==> src/rtl/scan_rwctr_q.sv <==
// scan_rwctr_q: queued scan read/write controller with overflow detection, response timeout and sticky error flags
module scan_rwctr_q #(
  parameter int ADDR_W  = 11,
  parameter int DATA_W  = 32,
  parameter int DEPTH   = 4,
  parameter int TIMEOUT = 255
) (
  input  logic              clk,
  input  logic              rst_n,
  input  logic              id_valid,
  input  logic              static_wen,
  input  logic              static_ren,
  input  logic [ADDR_W-1:0] static_addr,
  input  logic [DATA_W-1:0] static_wdata,
  input  logic              err_clr,
  output logic              static_ready,
  output logic [DATA_W-1:0] static_rdata,
  output logic              static_ovf,
  output logic              static_err,
  output logic              scan_wen,
  output logic              scan_ren,
  output logic [ADDR_W-1:0] scan_addr,
  output logic [DATA_W-1:0] scan_wdata,
  input  logic [DATA_W-1:0] scan_rdata,
  input  logic              scan_ready
);
  localparam int PW = $clog2(DEPTH);
  localparam int TW = $clog2(TIMEOUT + 1);
  localparam int EW = 1 + ADDR_W + DATA_W;
  typedef enum logic [1:0] {IDLE, ISSUE, WAIT} state_t;
  state_t state_q, state_d;
  logic [EW-1:0] mem_q [DEPTH];
  logic [EW-1:0] mem_d [DEPTH];
  logic [PW-1:0] wr_q, wr_d, rd_q, rd_d;
  logic [PW:0] cnt_q, cnt_d;
  logic [TW-1:0] tc_q, tc_d;
  logic wen_q, wen_d, ren_q, ren_d, cur_wr_q, cur_wr_d, ovf_q, ovf_d, err_q, err_d;
  logic [ADDR_W-1:0] addr_q, addr_d;
  logic [DATA_W-1:0] wdata_q, wdata_d, rdata_q, rdata_d;
  logic acc, full, push, pop, done, tmo;
  logic [EW-1:0] head;
  always_comb begin
    acc = id_valid & (static_wen | static_ren);
    full = cnt_q == (PW+1)'(DEPTH);
    push = acc & ~full;
    pop = state_q == IDLE && cnt_q != '0;
    head = mem_q[rd_q];
    done = state_q != IDLE && scan_ready;
    tmo = state_q == WAIT && !scan_ready && tc_q == TW'(TIMEOUT);
    mem_d = mem_q;
    if (push) mem_d[wr_q] = {static_wen, static_addr, static_wdata & {DATA_W{static_wen}}};
    wr_d = push ? wr_q + PW'(1) : wr_q;
    rd_d = pop ? rd_q + PW'(1) : rd_q;
    cnt_d = cnt_q + (PW+1)'(push) - (PW+1)'(pop);
    state_d = state_q == IDLE ? (pop ? ISSUE : IDLE) : (done || tmo) ? IDLE : WAIT;
    tc_d = state_q == ISSUE ? TW'(1) : (state_q == WAIT && !done && !tmo) ? tc_q + TW'(1) : '0;
    wen_d = pop & head[EW-1];
    ren_d = pop & ~head[EW-1];
    addr_d = pop ? head[EW-2:DATA_W] : '0;
    wdata_d = pop ? head[DATA_W-1:0] : '0;
    cur_wr_d = pop ? head[EW-1] : cur_wr_q;
    rdata_d = (done && !cur_wr_q) ? scan_rdata : rdata_q;
    ovf_d = (acc & full) | (ovf_q & ~err_clr);
    err_d = tmo | (err_q & ~err_clr);
  end
  always_ff @(posedge clk) begin
    if (!rst_n) begin
      mem_q <= '{default: '0};
      wr_q <= '0;
      rd_q <= '0;
      cnt_q <= '0;
      state_q <= IDLE;
      tc_q <= '0;
      wen_q <= 1'b0;
      ren_q <= 1'b0;
      addr_q <= '0;
      wdata_q <= '0;
      cur_wr_q <= 1'b0;
      rdata_q <= '0;
      ovf_q <= 1'b0;
      err_q <= 1'b0;
    end else begin
      mem_q <= mem_d;
      wr_q <= wr_d;
      rd_q <= rd_d;
      cnt_q <= cnt_d;
      state_q <= state_d;
      tc_q <= tc_d;
      wen_q <= wen_d;
      ren_q <= ren_d;
      addr_q <= addr_d;
      wdata_q <= wdata_d;
      cur_wr_q <= cur_wr_d;
      rdata_q <= rdata_d;
      ovf_q <= ovf_d;
      err_q <= err_d;
    end
  end
  assign static_ready = state_q == IDLE && cnt_q == '0;
  assign static_rdata = rdata_q;
  assign static_ovf = ovf_q;
  assign static_err = err_q;
  assign scan_wen = wen_q;
  assign scan_ren = ren_q;
  assign scan_addr = addr_q;
  assign scan_wdata = wdata_q;
endmodule

==> config.mk <==
export PLATFORM = sky130hd
export DESIGN_NAME = scan_rwctr_q
export DESIGN_NICKNAME = d
export VERILOG_FILES = /design/src/rtl/scan_rwctr_q.sv
export SDC_FILE = /design/constraint.sdc
export NUM_CORES = 1
export LEC_CHECK = 0
export CAP_MARGIN = 20
export CORE_MARGIN = 2
export CORE_UTILIZATION = 45
export CTS_BUF_LIST = sky130_fd_sc_hd__clkbuf_4 sky130_fd_sc_hd__clkbuf_8 sky130_fd_sc_hd__clkbuf_16
export CTS_CLUSTER_SIZE = 16
export DETAILED_ROUTE_END_ITERATION = 10
export GPL_TIMING_DRIVEN = 1
export PLACE_DENSITY_LB_ADDON = 0.1
export SLEW_MARGIN = 20
export SYNTH_ARGS = -nofsm -noshare
export SYNTH_HDL_FRONTEND = slang
export SYNTH_SLANG_ARGS = --single-unit
==> constraint.sdc <==
create_clock -name clk -period 6.45 [get_ports clk]
set_input_delay 1.935 -clock clk [delete_from_list [all_inputs] [get_ports clk]]
set_output_delay 1.935 -clock clk [all_outputs]
set_load 0.02 [all_outputs]
---- Word-level counts from Yosys, hierarchy flattened ----
Index checks and enable logic that the tools add are counted.
storage, ports and cells
  register bits ........................... 273
  output and inout port bits .............. 80
  logic and storage cells ................. 79
operators by class
  $add $sub $neg .......................... 5
  magnitude comparators ................... 3
  eq/ne operators ......................... 4
  muxes and demuxes ....................... 11
  bitwise logic cells ..................... 18
  reductions and logical operators ........ 20
operator list
  kind                                                                           count
  176-bit bitwise mux                                                            1
  44-bit two-way mux                                                             3
  44-bit binary-select mux with 2-bit select                                     1
  44-bit demux with 2-bit select                                                 1
  32-bit AND                                                                     1
  1-bit logical AND                                                              9
  8-bit by 1-bit adder with 8-bit output (second input constant)                 1
  8-bit == test (second input constant)                                          1
  1-bit AND                                                                      7
  3-bit >= comparator (second input constant)                                    2
  2-bit inverter with 3-bit output                                               2
  1-bit inverter                                                                 5
  2-bit by 1-bit adder with 2-bit output (second input constant)                 2
  1-bit logical NOT                                                              4
  2-bit two-way mux                                                              2
  3-bit by 1-bit adder with 3-bit output                                         1
  3-bit == test (second input constant)                                          1
  3-bit logical NOT                                                              1
  3-bit by 1-bit less-than comparator with 1-bit output (second input constant)  1
  1-bit two-way mux                                                              3
  1-bit bitwise OR                                                               3
  3-bit nonzero test                                                             1
  3-bit OR reduction                                                             1
  3-bit by 1-bit subtractor with 3-bit output                                    1
  other kinds (6)                                                                6

---- Depth between registers and ports, before layout ----
Gate-level depths: netlist (run 1).
  word-level depth ........................ 7
  mapped depth ............................ 9
  gate-level depth less buffers ........... 8

---- Worst setup path before layout (run 1) ----
No wires, ideal clock.
  path type ............................... input to register
  start point ............................. input port static_wen
  end point ............................... register cnt_q[2]
  library setup time ...................... 115 ps
  arrival ................................. 3,474 ps
  data required time ...................... 6,335 ps
  setup slack ............................. 2,861 ps
  stages .................................. 9
  buffers on the path ..................... 1
  path through ............................ buf_2 > o21a_2 > nand2_1 > xnor2_1 > ha_1 > fa_1 > xnor2_1 > xnor2_1 > and2_1
between the ends
  longest elaborated chain between the ends .. 5
RTL lines
  item                                         RTL line  text
  start: declaration                           11        input logic static_wen,
  1-bit bitwise OR                             43        acc = id_valid & (static_wen | static_ren);
  1-bit AND                                    43
  1-bit AND                                    45        push = acc & ~full;
  3-bit by 1-bit adder with 3-bit output       54        cnt_d = cnt_q + (PW+1)'(push) - (PW+1)'(pop);
  3-bit by 1-bit subtractor with 3-bit output  54
  end signal: assignment                       86        cnt_q <= cnt_d;
  end: declaration                             35        logic [PW:0] cnt_q, cnt_d;
No other way between the ends.
A chain may end at the register's enable or synchronous reset.

---- Worst setup path after layout (run 1) ----
  start point ............................. register cnt_q[1]
  end point ............................... output port static_ready
between the ends
  longest elaborated chain between the ends .. 2
RTL lines
  item               RTL line  text
  3-bit logical NOT  99        assign static_ready = state_q == IDLE && cnt_q == '0;
  1-bit logical AND  99
  end: declaration   16        output logic static_ready,
No other way between the ends.

==> results.md, run 1 <==
* Mux contribution to synthesized area at about a quarter
* Slowest-stage cell, CP: clkdlybuf4s50_1
* XOR/XNOR Fraction of Synth Area at less than 1%
* WL final at around 25,000 µm
* Reg2reg start: state_q[1]
* TNS Setup at 0 ns
* Synth Register Bits at between 200 and 300
* CP Class: reg -> out
* Crit end category: primary output
* Total GRT Usage at 19.14%
* Minimum hold slack at 0.4554 ns
* DRC errors left at 0
* Hold Crit Class: reg -> reg
* Die footprint at around 0.026 mm²
* Simple-Gate Fraction of Synth Area at between 10% and 20%
* N_diodes at 0
* Gr ovfl total at 0
* Share of cells above drive strength 1 at around 10%
* Hold_sp: mem_q[97]
* CTS root buf: clkbuf_16
* Register area share after synthesis at 49.21%
* Main synth FF type: dfxtp_1
* Deepest level of the CTS H-tree at 1
* Final setup fails at 0
* Hold EP: mem_q[97]
* Synth Area in Adders at 0.8562%
* Least-Margin Pin Slew at around 1.1 ns
* CTS Buffer Depth at 3
* Fin crit share at 62.90%
* Design Area, Final at roughly 0.014 mm²
* Dpl cells at 1,438
* Gp weighted congestion at 0.7353
* Layout filler cell count at 2,146
* Pwr dens at roughly 330 mW/mm²
* Yosys top cell area share at between 40% and 50%
* Die height at approximately 160 µm
* Leakage at roughly 5.8 nW
* I/O Pins at 162
* Fin crit period at 4.057 ns
* Util after Layout at 55.77%
* Synth Warn # at 0
* Vias in the first global route at around 7,800
* Cell Count, Final, Fillers Out at between 1,000 and 1,500
* Layout area overhead at 21.77%
* Nets at between 1,000 and 1,500
* RSZ-0062 raised after global routing: false
* Final ANT Viol Nets at 0
* Mapped cell area at ~0.011 mm²
* Setup crit start kind: flop
* Syn_area_per_cell at approximately 11 µm²
* Most frequent cells after synthesis: 273 x dfxtp_1, 194 x nand2_1, 177 x mux2i_1
* Initial Utilization at 45.80%
* Clock Latency Late Sink at about 0.54 ns
* Core area at 0.02425 mm²
* Worst Path Arrival at 2.12 ns
* Initial antenna violation count at 0
* Hold Buf Count CTS at 0
* Via count at about 7,600
* Normalized max-slew margin at 29.88%
* Port-buffer cells at approximately 160
* CTS tree: built
* CTS Buf Count at 30
* Crit-path cells: or3_1 -> nor2_1 -> clkdlybuf4s50_1
* Placement Setup Slack at between 2 and 2.5 ns
* Post-CTS Setup Bufs at 0
* Worst r2r dst: cnt_q[2]
* Hold-critical path depth at 2
* MaxCap Viol Count at 0
* Clk_skew at between 0.006 and 0.007 ns
* Worst Setup Slack, final at 2.393 ns
* CP required at ~4.5 ns
* Core Rows at 57
* Cell taking the most area after synthesis: dfxtp_1
* Peak VDD IR at between 0.2 and 0.25 mV
* Async S/R FF share, synth at 0%
* Post-Place Cell Area at approximately 0.013 mm²
* Net Count, Synth at 1,117
* Clock transition at path regs at about 0.060 ns
* Fmax at 246.5 MHz
* FF-to-FF path depth at 9
* Top cells by area, synth: dfxtp_1 49%, mux2i_1 16%, mux4_2 8.9%
* Hold Vio Cnt, Final at 0
* Mapped Cells at 1,028
* EDFF count, synth at 0
* DP HPWL at around 14,000 µm
* Via density at 5.109
* Compound-Gate Fraction of Synth Area at between 4 and 5%
* Initial detailed-routing violation count at approximately 380
* Maximum fanout along the worst path at 5
* Average routed wire per standard cell at between 15 and 20 µm
* Largest net degree at the start of global routing at ~110
* Crit-path max cell delay at approximately 0.64 ns
* Chip width at ~160 µm
* Most common cell in the netlist: dfxtp_1
* Pwr Total at around 4.4 mW
* R2R Setup Slk at 4.09 ns
* Total iterations of the first detailed-routing run at 4
* Largest family of logic cells by synthesized area: multiplexers
* Distinct cell type count after synthesis at between 40 and 50
* Final Max Slew Viols at 0
* Clock sink count at between 200 and 300
* PostCTS Resize Cnt at 0
* First-pass GRT wire length at 40,720 µm
* Outcome: finished, final reports clean
sequential cells by signal, indices dropped and copies added, names as in the netlist:
register,count
cnt_q,3
cur_wr_q,1
mem_q,176
rd_q,2
scan_addr,11
scan_ren,1
scan_wdata,32
scan_wen,1
state_q,2
static_err,1
static_ovf,1
static_rdata,32
tc_q,8
wr_q,2
area by class of cell:
cell class / instances / area, µm² / area share (%)
Timing Repair Buffer: 169 / 1668 / 12.33
Clock buffer: 44 / 923.4 / 6.828
Clock inverter: 10 / 50.05 / 0.3701
Inverter: 9 / 33.78 / 0.2498
Sequential cell: 273 / 5470 / 40.45
Tap cell: 324 / 405.4 / 2.998
Multi-Input combinational cell: 663 / 4972 / 36.77
how the worst max path moves through the flow:
stage,start,to,slack (ns),depth (start not counted)
final,cnt_q[1],static_ready,2.39,3
after global routing,cnt_q[1],static_ready,2.31,3
after CTS,cnt_q[1],static_ready,2.36,3
after detailed placement,static_wen,cnt_q[2],2.23,10
after global placement,static_wen,cnt_q[2],2.29,10
after floorplan,static_wen,cnt_q[2],2.86,9
cell usage in the layout, fill, tap and decap left out, drive strengths merged, types with 4 or more instances in the layout:
cell type      Yosys  routed
xnor2              4       4
ha                 6       6
a21oi             38      38
dfxtp            273     273
nand2            194     194
clkdlybuf4s50      0     159
nand3             75      75
clkbuf            48      44
buf               35      10
nor2              10      10
o21ai             38      38
and2              46      46
inv                9       9
mux2i            177     177
mux4              44      44
clkinv             0      10
power breakdown:
part	switching, mW	leakage [nW]	internal, mW
sequential	0.138	2.21	1.79
combinational	0.443	3.10	0.390
clock	0.663	0.502	0.984
per-layer routing:
metal	track usage [%]	share of wire [%]	wire [µm]	vias to the layer above
li1	-	-	-	3785
met1	26.24	47	11530	3656
met2	30.73	46	11240	145
met3	4.571	5.2	1272	36
met4	4.586	2.0	497	0
met5	0	0	0	-
cell families (layout without fill, tap and decap cells):
kind of cell / after synthesis / count (layout)
xor gates and xnor gates: 6 / 6
DFF: 273 / 273
buffers and inverters: 92 / 232
adders and majority gates: 7 / 7
AOI/OAI and AO/OA: 85 / 85
and+or+nand+nor: 344 / 344
muxes: 221 / 221
critical path, delay by kind of cell (launching register included):
family                 cells  cell delay (ns)
AND/OR/NAND/NOR            2             0.59
flip-flops                 1             0.35
buffers and inverters      1             0.64
Note: power is estimated with default switching activity, not from simulation.
==> run 2: changes to the inputs <==
clock period = 3.6 ns   (was 6.45 ns; I/O delays follow)
==> run 2 against run 1 <==
Cell area increased by 1.3%. Global-route usage decreased by 0.30 points. Cell count rose by 0.54%. Routed wire length fell by 0.78%. First-iteration DRC count shrank 9.4%. Utilization grew 0.72 points.
==> results.md, run 2 (synthesis gave the netlist of run 1 again) <==
* Top Usage Layer GRT: met2
* Average routed wire per standard cell at 16.23 µm (-1.3%)
* CTS tree: built
* Slowest-stage cell, CP: clkdlybuf4s50_1
* Via density at 5.112 (about the same)
* Peak VDD IR at 0.3158 mV (+42%)
* Clock transition at path regs at 0.06 ns (about the same)
* WP buf/inv at 1 (unchanged)
* Via count at 7,668 (+0.60%)
* FF+latch area at 0.005470 mm² (unchanged)
* CP required at 2.52 ns (-1.99 ns)
* CTS root buf: clkbuf_16
* Switching portion of total power at 27.53% (-0.69 points)
* Hold-critical path depth at 2 (unchanged)
* P_int at 5.788 mW (+83%)
* TNS Setup at 0 ns (unchanged)
* Largest net degree at the start of global routing at 134 (+20%)
* Reg2reg start: cnt_q[2]
* DRC errors left at 0 (unchanged)
* Final setup fails at 0 (unchanged)
* Design Area, Final at 0.01370 mm² (+1.3%)
* Crit-path max cell delay at 0.66 ns (+0.02 ns)
* Die footprint at 0.02595 mm² (unchanged)
* Setup crit start kind: flop
* Fmax at between 300 and 400 MHz
* Clock Power Share at 37.9% (+0.5 points)
* MaxCap Viol Count at 0 (unchanged)
* Hold Vio Cnt, Final at 0 (unchanged)
* Final ANT Viol Nets at 0 (unchanged)
* First-pass GRT wire length at 40,090 µm (-1.6%)
* Share of cells above drive strength 1 at 10.63% (+0.61 points)
* Share of power burned in combinational logic at 19.2% (+0.3 points)
* Outcome: finished, final reports clean
* Core area at 0.02425 mm² (unchanged)
* N_diodes at 0 (unchanged)
* Chip width at 161.1 µm (unchanged)
* Least-Margin Pin Slew at 1.007 ns (-0.04436 ns)
* CP delay by family, top: buffers and inverters
* Maximum fanout along the worst path at 5 (unchanged)
* Gp weighted congestion at 0.7201 (-2.1%)
* Crit end category: primary output
* Crit-path cells: or3_1 -> nor2_1 -> clkdlybuf4s50_1
* Total iterations of the first detailed-routing run at 4 (unchanged)
* Worst r2r dst: cnt_q[2]
* Fin crit share at 88.00%
* Pwr dens at 583.0 mW/mm² (+79%)
* Gr ovfl total at 0 (unchanged)
* Multi-input logic area at 0.004972 mm² (unchanged)
* Most common cell after layout, fill and taps aside: dfxtp_1
* Initial detailed-routing violation count at 345 (-9.4%)
* M2 GR Usage at 30.73% (unchanged)
* Initial Utilization at 45.80% (unchanged)
* Hold Buf Count CTS at 0 (unchanged)
* Post-CTS Setup Bufs at 0 (unchanged)
* Max reg flops at 176 (unchanged)
* I/O Pins at 162 (unchanged)
* CP Class: reg -> out
* Core Rows at 57 (unchanged)
* R2R Setup Slk at 1.26 ns (-2.83 ns)
* Met3 Use GR at 4.135% (-0.44 points)
* Nets at 1,245 (+0.81%)
* PostCTS Resize Cnt at 0 (unchanged)
* Normalized max-slew margin at 32.84% (+3.0 points)
* RSZ-0062 raised after global routing: false
* Sequential Power Share at 43.0% (-0.7 points)
* Hold EP: mem_q[121]
* Layout area overhead at 23.34%
* Deepest level of the CTS H-tree at 1 (unchanged)
* Switching Power at 2.199 mW (+77%)
* Fin crit period at 3.168 ns
* Total GRT Usage at 18.83% (-0.30 points)
* Met1 usage at 25.94% (-0.31 points)
* Port-buffer cells at 161 (unchanged)
* Leakage at 5.894 nW (+1.5%)
* Minimum hold slack at 0.4564 ns (+0.0009700 ns)
* Clk_skew at 0.01674 ns (+0.01006 ns)
* Final Max Slew Viols at 0 (unchanged)
* Post-Place Cell Area at 0.01270 mm² (+1.2%)
* Most frequent cells in the layout: 271 x dfxtp_1, 194 x nand2_1, 177 x mux2i_1, 159 x clkdlybuf4s50_1, 71 x nand3_1
* Most flops, register: mem_q
* Worst Path Arrival at 2.09 ns (-0.03 ns)
* Hold Crit Class: reg -> reg
* CTS Buf Count at 30 (unchanged)
* FF-to-FF path depth at 8 (-1)
* DP HPWL at 14,430 µm (+4.4%)
* Clock Latency Late Sink at 0.54 ns (about the same)
* Die height at 161.1 µm (unchanged)
* Clock sink count at 273 (unchanged)
* Hold_sp: mem_q[121]
* WL final at 24,350 µm (-0.78%)
* Vias in the first global route at 7,700 (-0.71%)
* CTS Buffer Depth at 3 (unchanged)
* Initial antenna violation count at 0 (unchanged)
* Layout filler cell count at 2,138 (-0.37%)
[run 2: cell types whose count changed in the layout (fill, tap and decap cells not counted), sizes merged]
cell / before / now
buf: 10 / 20
bufinv: 0 / 1
clkbuf: 44 / 48
clkinv: 10 / 3
[run 2: area by class of cell]
type | count | area share, %
Clock buffer | 48 | 6.960
Clock inverter | 4 | 0.3288
Inverter | 9 | 0.2466
Multi-Input combinational cell | 663 | 36.30
Sequential cell | 273 | 39.93
Tap cell | 324 | 2.959
Timing Repair Buffer | 179 | 13.27
[run 2: power by group through the flow]
| stage | sequential, mW | clock [mW] | combinational [mW] |
|---|---|---|---|
| floorplan | 3.43 | 0 | 1.11 |
| global placement | 3.51 | 0 | 1.55 |
| detailed placement | 3.51 | 0 | 1.55 |
| CTS | 3.44 | 3.10 | 1.55 |
| global route | 3.47 | 3.25 | 1.66 |
| finish | 3.43 | 3.02 | 1.53 |
[run 2: worst reg2reg max path, cell delays in order (launching register included)]
cell and delay, ns:
dfxtp_1 0.40, or3b_1 0.58, nand2_1 0.19, xnor2_1 0.08
ha_1 0.20, fa_1 0.37, xnor2_1 0.15, xnor2_1 0.12
and2_1 0.15
[run 2: stage by stage]
stage | utilization, % | setup slack (ns) | power [mW] | std cells
global placement | 52.37 | 0.4571 | 5.054 | 1448
finish | 56.49 | 0.4319 | 7.987 | 1500
floorplan | - | 0.8660 | 4.538 | 1028
global route | 56.49 | 0.3273 | 8.377 | 1500
detailed placement | 52.37 | 0.4292 | 5.053 | 1448
CTS | 56.49 | 0.3788 | 8.098 | 1500
[run 2: routing by layer]
metal  share of wire [%]  vias to the layer above
met4                 1.3                        0
met3                 5.7                       23
met5                   0                        -
li1                    -                     3795
met2                  47                      163
met1                  47                     3687
[run 2: worst max-delay path by stage]
stage	from	end	slack, ns	depth (start not counted)
after floorplan	static_wen	cnt_q[2]	0.87	9
after global placement	id_valid	cnt_q[2]	0.46	9
after detailed placement	id_valid	cnt_q[2]	0.43	9
after CTS	cnt_q[1]	static_ready	0.38	3
after global routing	cnt_q[1]	static_ready	0.33	3
final	cnt_q[1]	static_ready	0.43	3
==> run 3: changes to the inputs <==
CORE_UTILIZATION = 49   (was 45)
==> run 3 against run 2 <==
Flip-flop and latch count stayed put. Largest cell class unchanged. Cell count shrank 2.3%. Count of clock-buffer cells in the layout shrank 2. Critical endpoint unchanged. Fmax shrank 0.83%. Worst hold slack got worse by 0.00057 ns. Critical path depth is the same.
==> results.md, run 3 (synthesis gave the netlist of run 1 again) <==
* Outcome: finished, final reports clean
* Most flops, register: mem_q
* Largest net degree at the start of global routing at 137 (+2.2%)
* Vias in the first global route at 7,836 (+1.8%)
* Setup crit start kind: flop
* Initial Utilization at 49.50% (+3.7 points)
* Maximum fanout along the worst path at 5 (unchanged)
* Via density at 5.259 (+2.9%)
* Average routed wire per standard cell at 16.55 µm (+2.0%)
* Die footprint at 0.02388 mm² (-8.0%)
* Fin crit share at 88.73% (+0.73 points)
* Gr ovfl total at 0 (unchanged)
* Peak VDD IR at 0.4431 mV (+40%)
* Deepest level of the CTS H-tree at 1 (unchanged)
* Share of power burned in combinational logic at 18.0% (-1.2 points)
* Max reg flops at 176 (unchanged)
* Fin crit period at 3.194 ns (+0.02637 ns)
* Post-Place Cell Area at 0.01263 mm² (-0.56%)
* Port-buffer cells at 161 (unchanged)
* P_int at 5.965 mW (+3.1%)
* I/O Pins at 162 (unchanged)
* Fmax at 313.0 MHz (-0.83%)
* Final ANT Viol Nets at 0 (unchanged)
* Clock transition at path regs at 0.06 ns (about the same)
* Sequential Power Share at 42.3% (-0.7 points)
* Pwr dens at 598.6 mW/mm² (+2.7%)
* Die height at 154.5 µm (-4.1%)
* Util after Layout at 61.15% (+4.7 points)
* Most frequent cells in the layout: 271 x dfxtp_1, 194 x nand2_1, 177 x mux2i_1, 159 x clkdlybuf4s50_1, 71 x nand3_1
* DP HPWL at 14,390 µm (-0.25%)
* Pwr Total at 8.212 mW (+2.8%)
* CTS tree: built
* Layout area overhead at 23.52%
* Initial antenna violation count at 0 (unchanged)
* Post-CTS Setup Bufs at 0 (unchanged)
* DRC errors left at 0 (unchanged)
* CTS root buf: clkbuf_16
* Total iterations of the first detailed-routing run at 4 (unchanged)
* Multi-input logic area at 0.004972 mm² (unchanged)
* Worst Path Arrival at 2.11 ns (+0.02 ns)
* Final setup fails at 0 (unchanged)
* Leakage at 5.930 nW (+0.61%)
* Most common cell after layout, fill and taps aside: dfxtp_1
* Least-Margin Pin Slew at 1.013 ns (+0.005157 ns)
* Total GRT Usage at 20.42% (+1.6 points)
* FF+latch area at 0.005470 mm² (unchanged)
* Via count at 7,709 (+0.53%)
* Core Rows at 55 (-3.5%)
* WL final at 24,260 µm (-0.35%)
* MaxCap Viol Count at 0 (unchanged)
* Switching Power at 2.247 mW (+2.2%)
* RSZ-0062 raised after global routing: false
* First-pass GRT wire length at 40,080 µm (about the same)
* Design Area, Final at 0.01372 mm² (+0.15%)
* N_diodes at 0 (unchanged)
* TNS Setup at 0 ns (unchanged)
* Switching portion of total power at 27.37% (-0.16 points)
* CTS Buffer Depth at 3 (unchanged)
* Nets at 1,247 (+0.16%)
* Clock Power Share at 39.7% (+1.8 points)
* PostCTS Resize Cnt at 0 (unchanged)
* Crit end category: primary output
* CP required at 2.52 ns (about the same)
* Clock Latency Late Sink at 0.54 ns (about the same)
* CTS Buf Count at 30 (unchanged)
* Hold Crit Class: reg -> reg
* Final Max Slew Viols at 0 (unchanged)
* Hold Vio Cnt, Final at 0 (unchanged)
* Initial detailed-routing violation count at 338 (-2.0%)
* CP Class: reg -> out
* Normalized max-slew margin at 32.50% (-0.34 points)
* Clock sink count at 273 (unchanged)
* Share of cells above drive strength 1 at 11.01% (+0.38 points)
* Core area at 0.02243 mm² (-7.5%)
* Clk_skew at 0.01269 ns (-0.004055 ns)
* Layout filler cell count at 1,903 (-11%)
* Hold Buf Count CTS at 0 (unchanged)
* Gp weighted congestion at 0.7650 (+6.2%)
* Chip width at 154.5 µm (-4.1%)
run 3: cell count changes in the layout (fill, tap and decap cells not counted), sizes merged:
cell | before | now
inv | 9 | 10
buf | 20 | 22
bufinv | 1 | 3
clkinv | 3 | 5
clkbuf | 48 | 46
run 3: final cells by class:
class | instances | share of cell area [%]
timing repair buffer | 181 | 13.09
inverter | 9 | 0.2463
sequential | 273 | 39.88
tap | 285 | 2.599
clock inverter | 9 | 0.9212
clock buffer | 46 | 7.023
multi-input combinational | 663 | 36.25
run 3: final timing paths:
kind | end | slack (ns) | cells after the start | from
hold / removal | mem_q[157] | 0.46 | 2 | mem_q[157]
hold reg to reg | mem_q[157] | 0.46 | 2 | mem_q[157]
setup / recovery | static_ready | 0.41 | 3 | cnt_q[1]
setup reg to reg | cnt_q[2] | 1.26 | 8 | cnt_q[2]
run 3: routing by layer:
layer	wire [µm]	GRT usage, %	share of wire [%]
met1	11220	27.59	46
met2	11380	33.69	47
met3	1453	5.099	6.0
met4	205	3.792	0.84
met5	0	0	0
run 3: power by group through the flow:
stage	combinational (mW)	sequential (mW)	clock, mW
after floorplan	1.11	3.43	0
after global placement	1.49	3.54	0
after detailed placement	1.49	3.55	0
after global routing	1.61	3.51	3.46
after CTS	1.50	3.48	3.34
final	1.48	3.47	3.26
run 3: metrics by stage:
stage | instances | hold slack (ns) | setup slack, ns
floorplan | 1028 | 0.4353 | 0.8660
detailed placement | 1411 | 0.4485 | 0.5139
CTS | 1466 | 0.4593 | 0.3796
global placement | 1411 | 0.4414 | 0.5655
global route | 1466 | 0.4644 | 0.3069
finish | 1466 | 0.4558 | 0.4056
run 3: worst max-delay path, cell delays in order (launching register included):
cell and delay, ns:
dfxtp_1 0.34, or3_1 0.43, nor2_1 0.14, clkdlybuf4s50_1 0.65
